**config.mk**
```make
export PLATFORM = sky130hd
export DESIGN_NAME = pulse_sequencer
export DESIGN_NICKNAME = d
export VERILOG_FILES = /design/src/rtl/pulse_sequencer.sv
export SDC_FILE = /design/constraint.sdc
export NUM_CORES = 1
export LEC_CHECK = 0
export ABC_CLOCK_PERIOD_IN_PS = 6700
export CORE_MARGIN = 2
export CORE_UTILIZATION = 62
export CTS_CLUSTER_SIZE = 16
export DETAILED_ROUTE_END_ITERATION = 12
export GPL_TIMING_DRIVEN = 1
export HOLD_SLACK_MARGIN = 0.1
export PLACE_DENSITY = 0.82
export REMOVE_ABC_BUFFERS = 1
export SKIP_LAST_GASP = 1
export SLEW_MARGIN = 20
export SYNTH_ARGS = -nofsm -noshare
export SYNTH_HDL_FRONTEND = slang
export SYNTH_SLANG_ARGS = --single-unit
```
**constraint.sdc**
```tcl
create_clock -name clk -period 6.7 [get_ports clk]
set_input_delay 2.01 -clock clk [delete_from_list [all_inputs] [get_ports clk]]
set_output_delay 2.01 -clock clk [all_outputs]
set_load 0.03 [all_outputs]
```
**src/rtl/pulse_sequencer.sv**
```systemverilog
// Pulse sequencer: period sync trigger, RF gate (pump + CPMG refocus train) and receiver-protect gate.
// Optional macro PULSE_EXT_TRIG_EN adds ext_trig and a WAIT state between periods.
module pulse_sequencer #(
   parameter int unsigned CNT_W      = 32,
   parameter int unsigned SYNC_LEN   = 8,
   parameter int unsigned MIN_PERIOD = 4
) (
   input  logic             clk,
   input  logic             reset,
   input  logic [CNT_W-1:0] per,
   input  logic [CNT_W-1:0] p1wid,
   input  logic [CNT_W-1:0] del,
   input  logic [CNT_W-1:0] p2wid,
   input  logic             pu,
   input  logic [7:0]       cp,
   input  logic [7:0]       p_bl,
   input  logic [15:0]      p_bl_off,
   input  logic             bl,
`ifdef PULSE_EXT_TRIG_EN
   input  logic             ext_trig,
`endif
   output logic             sync_out,
   output logic             pulse_out,
   output logic             inhib_out
);

   localparam int unsigned EW = CNT_W + 2;

   // shadow copies of the parameter registers, refreshed only at period wrap
   logic [CNT_W-1:0] per_s, p1wid_s, del_s, p2wid_s;
   logic             pu_s, bl_s;
   logic [7:0]       cp_s, p_bl_s;
   logic [15:0]      p_bl_off_s;

   logic [CNT_W-1:0] cnt;
   logic [7:0]       k;
   logic [EW-1:0]    e_q;        // end of refocus pulse k; holds the last end once the train is done
   logic [EW-1:0]    prev_end;
   logic             prev_vld;

   logic [CNT_W-1:0] period_c;
   logic             wrap_c, run_c;
   logic [EW-1:0]    cnt_x, step_c, e_init_c, last_end_c;
   logic             active_k_c, adv_c, more_c;
   logic             pump_c, ref_c, pulse_c;
   logic             pump_guard_c, ref_guard_c, blk_on_c, inhib_c, sync_c;

`ifdef PULSE_EXT_TRIG_EN
   typedef enum logic {ST_WAIT, ST_RUN} state_t;
   state_t state;
   logic   trig_q;
   assign run_c = (state == ST_RUN) || (ext_trig && !trig_q);
`else
   assign run_c = 1'b1;
`endif

   // period, refocus schedule and output conditions for the current cnt
   always_comb begin
      cnt_x      = EW'(cnt);
      period_c   = (per_s < CNT_W'(MIN_PERIOD)) ? CNT_W'(MIN_PERIOD) : per_s;
      wrap_c     = (cnt == period_c - CNT_W'(1));
      step_c     = EW'(p2wid_s) + (EW'(del_s) << 1);
      e_init_c   = EW'(p1wid) + EW'(del) + EW'(p2wid);
      active_k_c = (k < cp_s);
      adv_c      = active_k_c && ((cnt_x + EW'(1)) >= e_q);
      more_c     = (9'(k) + 9'd1) < 9'(cp_s);

      pump_c  = pu_s && (cnt < p1wid_s);
      ref_c   = active_k_c && (cnt_x >= (e_q - EW'(p2wid_s))) && (cnt_x < e_q);
      pulse_c = pump_c || ref_c;

      pump_guard_c = pu_s && (p1wid_s != '0) && (cnt >= p1wid_s)
                     && (cnt_x < (EW'(p1wid_s) + EW'(p_bl_s)));
      ref_guard_c  = prev_vld && (cnt_x >= prev_end) && (cnt_x < (prev_end + EW'(p_bl_s)));

      last_end_c = '0;
      if (cp_s != 8'd0)
         last_end_c = e_q;
      else if (pu_s)
         last_end_c = EW'(p1wid_s);
      blk_on_c = cnt_x < (last_end_c + EW'(p_bl_off_s));

      inhib_c = bl_s ? blk_on_c : (pulse_c || pump_guard_c || ref_guard_c);
      sync_c  = cnt_x < EW'(SYNC_LEN);
   end

   always_ff @(posedge clk) begin
`ifdef PULSE_EXT_TRIG_EN
      trig_q <= ext_trig;
`endif
      if (reset) begin
         cnt        <= '0;
         k          <= '0;
         e_q        <= e_init_c;
         prev_end   <= '0;
         prev_vld   <= 1'b0;
         sync_out   <= 1'b0;
         pulse_out  <= 1'b0;
         inhib_out  <= 1'b0;
         per_s      <= per;
         p1wid_s    <= p1wid;
         del_s      <= del;
         p2wid_s    <= p2wid;
         pu_s       <= pu;
         cp_s       <= cp;
         p_bl_s     <= p_bl;
         p_bl_off_s <= p_bl_off;
         bl_s       <= bl;
`ifdef PULSE_EXT_TRIG_EN
         state      <= ST_WAIT;
`endif
      end else if (!run_c) begin
         sync_out  <= 1'b0;
         pulse_out <= 1'b0;
         inhib_out <= 1'b0;
      end else begin
         sync_out  <= sync_c;
         pulse_out <= pulse_c;
         inhib_out <= inhib_c;
         if (wrap_c) begin
            cnt        <= '0;
            k          <= '0;
            e_q        <= e_init_c;
            prev_vld   <= 1'b0;
            per_s      <= per;
            p1wid_s    <= p1wid;
            del_s      <= del;
            p2wid_s    <= p2wid;
            pu_s       <= pu;
            cp_s       <= cp;
            p_bl_s     <= p_bl;
            p_bl_off_s <= p_bl_off;
            bl_s       <= bl;
`ifdef PULSE_EXT_TRIG_EN
            state      <= ST_WAIT;
`endif
         end else begin
            cnt <= cnt + CNT_W'(1);
`ifdef PULSE_EXT_TRIG_EN
            state <= ST_RUN;
`endif
            // last cycle of pulse k: move to the next one, keep e_q at the final end
            if (adv_c) begin
               k <= k + 8'd1;
               if (more_c)
                  e_q <= e_q + step_c;
               if (p2wid_s != '0) begin
                  prev_end <= e_q;
                  prev_vld <= 1'b1;
               end
            end
         end
      end
   end

endmodule
```
==> results of run 1 <==
metal layers:
layer  routed length [µm]  GRT usage (%)  vias up  part of all wire, %
met3                 5660           4.40      158                  7.4
met2                35900           58.1     1007                   47
met1                31500           44.5    11000                   41
li1                     -              -    10800                    -
met4                 3240           14.5        0                  4.3
met5                    0              0        -                    0
power groups by stage:
stage | registers [W] | clock network, W | logic [W]
after floorplan | 0.00229 | 0 | 0.00359
after global placement | 0.00249 | 0 | 0.00446
after detailed placement | 0.00249 | 0 | 0.00465
after CTS | 0.00246 | 0.00165 | 0.00470
after global routing | 0.00249 | 0.00171 | 0.00535
final | 0.00249 | 0.00163 | 0.00480
layout by cell type, fill, tap and decap left out, types with 9 or more instances in the layout:
master,count
inv_1,194
ha_1,400
and3_1,28
a21o_1,102
a41oi_1,9
or4_1,11
a211oi_1,36
dfxtp_1,78
and2_1,42
a31oi_1,25
nor2b_1,28
mux2i_1,47
nor4_1,47
a21oi_1,174
clkdlybuf4s50_1,165
or3_1,21
nor3_1,63
nand4_1,57
o211ai_1,25
a2111oi_0,12
buf_4,25
nand2b_1,105
o21ai_0,135
o21ai_1,12
clkbuf_16,33
xnor2_1,153
o21a_1,27
or2_2,10
nor2_1,164
nand3_1,96
fa_1,69
o21bai_1,26
nand2_1,163
xor2_1,80
edfxtp_1,196
tightest hold or removal path, stage by stage (launching register included):
cell and delay (ps):
dfxtp_1 310, nand2b_1 70, mux2i_1 60
cell families (layout without fill, tap and decap cells):
kind of cell	count (synthesis)	count (layout)
adders and majority gates	469	469
and+or+nand+nor	883	883
DFF	274	274
AOI/OAI and AO/OA	677	677
buffers and inverters	254	441
muxes	49	49
xor gates and xnor gates	233	233
per-stage QoR:
step                      hold WS [ps]  power [W]  cell area (µm²)  std cells  utilization [%]
final                              487    0.00892            29700       3565             70.8
after global placement             459    0.00695            28800       3512             68.5
after CTS                          489    0.00882            29700       3565             70.8
after floorplan                    444    0.00588            26200       2780                -
after detailed placement           466    0.00715            28800       3512             68.5
after global routing               508    0.00956            29700       3565             70.8
final timing paths:
check,start,end,cells past startpoint
hold / removal,prev_end[14],prev_end[14],2
hold reg to reg,prev_end[14],prev_end[14],2
setup reg to reg,per_s[30],e_q[5],16
setup / recovery,per_s[30],e_q[5],16
flip-flops by register name (all words and copies together), names as in the netlist, 8 cells and up:
signal / cells
e_q: 34
prev_end: 34
cnt: 32
del_s: 32
p1wid_s: 32
p2wid_s: 32
per_s: 32
p_bl_off_s: 16
cp_s: 8
k: 8
p_bl_s: 8
final cells by class:
type | count | area share, %
multi-input cells | 2311 | 60.6
well taps | 539 | 2.27
clock inverters | 12 | 0.320
clock buffers | 41 | 2.91
inverters | 195 | 2.49
flip-flops and latches | 274 | 25.0
repair buffers | 193 | 6.33
==> results.py, run 1 <==
metrics = {
    "status": {
        "status": "finished, final reports clean",
    },
    "flow_run": {
        "maxCapViolCount": 0,
    },
    "setup_path": {
        "path_delay_family": "simple AND/OR/NAND/NOR gates",
        "ff2ff_setup_slack_ps": 830,
        "start_kind": "register",
        "worstPathArrival_ps": 6210,
        "path_cells": "nor4_1, and4_1, nand4_1, nand2_1, ha_1, nor3b_1, nand3_1, a2111oi_0, a21oi_1, nor2_1, a22oi_1, and4_4, a31oi_4, buf_4, buf_4, mux2_2",
        "cpMostUsedCell": "buf_4",
        "critPathSlowestCell": "nor4_1",
        "critical_path_class": "reg -> reg",
        "critical_path_required_ps": 7040,
        "critPathMaxFanout": 49,
        "max_stage_delay_ps": 770,
        "cp.buffers_inverters": 2,
        "cp-end-kind": "register",
    },
    "yosys": {
        "postSynthCellCount": 2839,
        "yosys.area_share.simple_pct": 17.7,
        "synth.top_cells.by_count": "400 x ha_1, 196 x edfxtp_1, 194 x inv_1",
        "synth_xor_area_share_pct": 7.71,
        "yosys-top-cells-area": "edfxtp_1 22%, ha_1 19%, dfxtp_1 5.9%",
        "synth_top_family_by_area": "adder cells",
        "synth_ff_type": "edfxtp_1",
        "synth_edf_count": 196,
        "yosysSeqAreaShare_pct": 28.1,
        "yosysWarnings": 0,
        "async_reset_ff_share_pct": 0,
        "synthMuxAreaShare_pct": 1.86,
        "synth_most_common_cell": "ha_1",
        "netlist_area_um2": 26500,
        "yosys.area_share.adder_pct": 24.1,
        "syn_area_per_cell_um2": 9.32,
        "synth_top_area_cell": "edfxtp_1",
        "synth_compound_area_share_pct": 16.7,
        "yosysTopAreaCellShare_pct": 22.2,
        "ys_seq_elements": 274,
        "yosysUniqueCellTypes": 91,
    },
    "floorplanning": {
        "initial_core_util_pct": 63.0,
        "core-area_um2": 42000,
        "fp.dieH_um": 211,
        "boundaryPins": 167,
        "die_width_um": 211,
        "rows": 75,
        "die_area_um2": 44400,
    },
    "route": {
        "postRouteAntennaNets": 0,
        "first_pass_iters": 6,
        "wl_per_cell_um": 21.4,
        "wl_um": 76300,
        "num_vias": 23000,
        "drc": 0,
        "viasPerCell": 6.45,
        "detail_route.iter0.violations": 2297,
    },
    "place": {
        "gp_congestion": 0.985,
        "port_buffers": 166,
        "place_hpwl_um": 61000,
        "dp_slack_ps": 358,
    },
    "layout": {
        "final.fill_count": 3185,
        "nets": 3638,
        "drive_above_1_share_pct": 3.67,
        "diodes": 0,
        "register_area_um2": 7450,
        "multi_input_area_um2": 18000,
        "area_growth_pct": 12.4,
    },
    "clocking": {
        "ctsResizeCount": 0,
        "cts_tree": "done",
        "htreeDepth": 1,
        "cts_max_path_buffers": 3,
        "cts_hold_buf": 0,
        "numCtsBuffers": 30,
        "cts_setup_buffers": 0,
        "clk_pin_slew_ps": 60,
        "clk_latency_ps": 590,
        "clock-sinks": 274,
        "root_buffer": "clkbuf_16",
    },
    "power_and_ir_drop": {
        "intPower_w": 0.00510,
        "comb_power_share_pct": 53.8,
        "netSwitchingFraction_pct": 42.8,
        "p_sw_w": 0.00382,
        "peakVddDrop_uv": 272,
        "leakage_nw": 12.9,
        "p_seq_share_pct": 27.9,
        "p_clk_share_pct": 18.3,
        "power_density_nw_per_um2": 300,
    },
    "global_routing": {
        "grtUsageTotal_pct": 34.3,
        "antenna_found_initial": 0,
        "grt_pass1_wl_um": 121000,
        "grt_pass1_vias": 23300,
        "overflow": 0,
        "grt_max_degree": 88,
    },
    "timing": {
        "final_max_slew_viol_count": 0,
        "relSlewSlack_pct": 29.0,
        "finClkSkew_ps": 20.4,
        "max_freq_mhz": 170,
        "tns_ps": 0,
        "setup_viol": 0,
        "period_minus_slack_ps": 5870,
        "worst_pin_slew_ps": 1070,
        "timing.final.ws_setup_ps": 828,
        "period_share_pct": 87.6,
        "hold_violations": 0,
        "rsz0062_at_grt": "false",
    },
    "worst_hold_path": {
        "hold_class": "reg -> reg",
    },
}
Power figures use the tool's default switching activity.
==> run 2, diff against run 1 <==
--- a/config.mk
+++ b/config.mk
@@ -6,6 +6,7 @@
 export NUM_CORES = 1
 export LEC_CHECK = 0
 export ABC_CLOCK_PERIOD_IN_PS = 6700
+export CAP_MARGIN = 5
 export CORE_MARGIN = 2
 export CORE_UTILIZATION = 62
 export CTS_CLUSTER_SIZE = 16
==> results of run 2 <==
Final layout, timing and power as in run 1 (identical DEF).
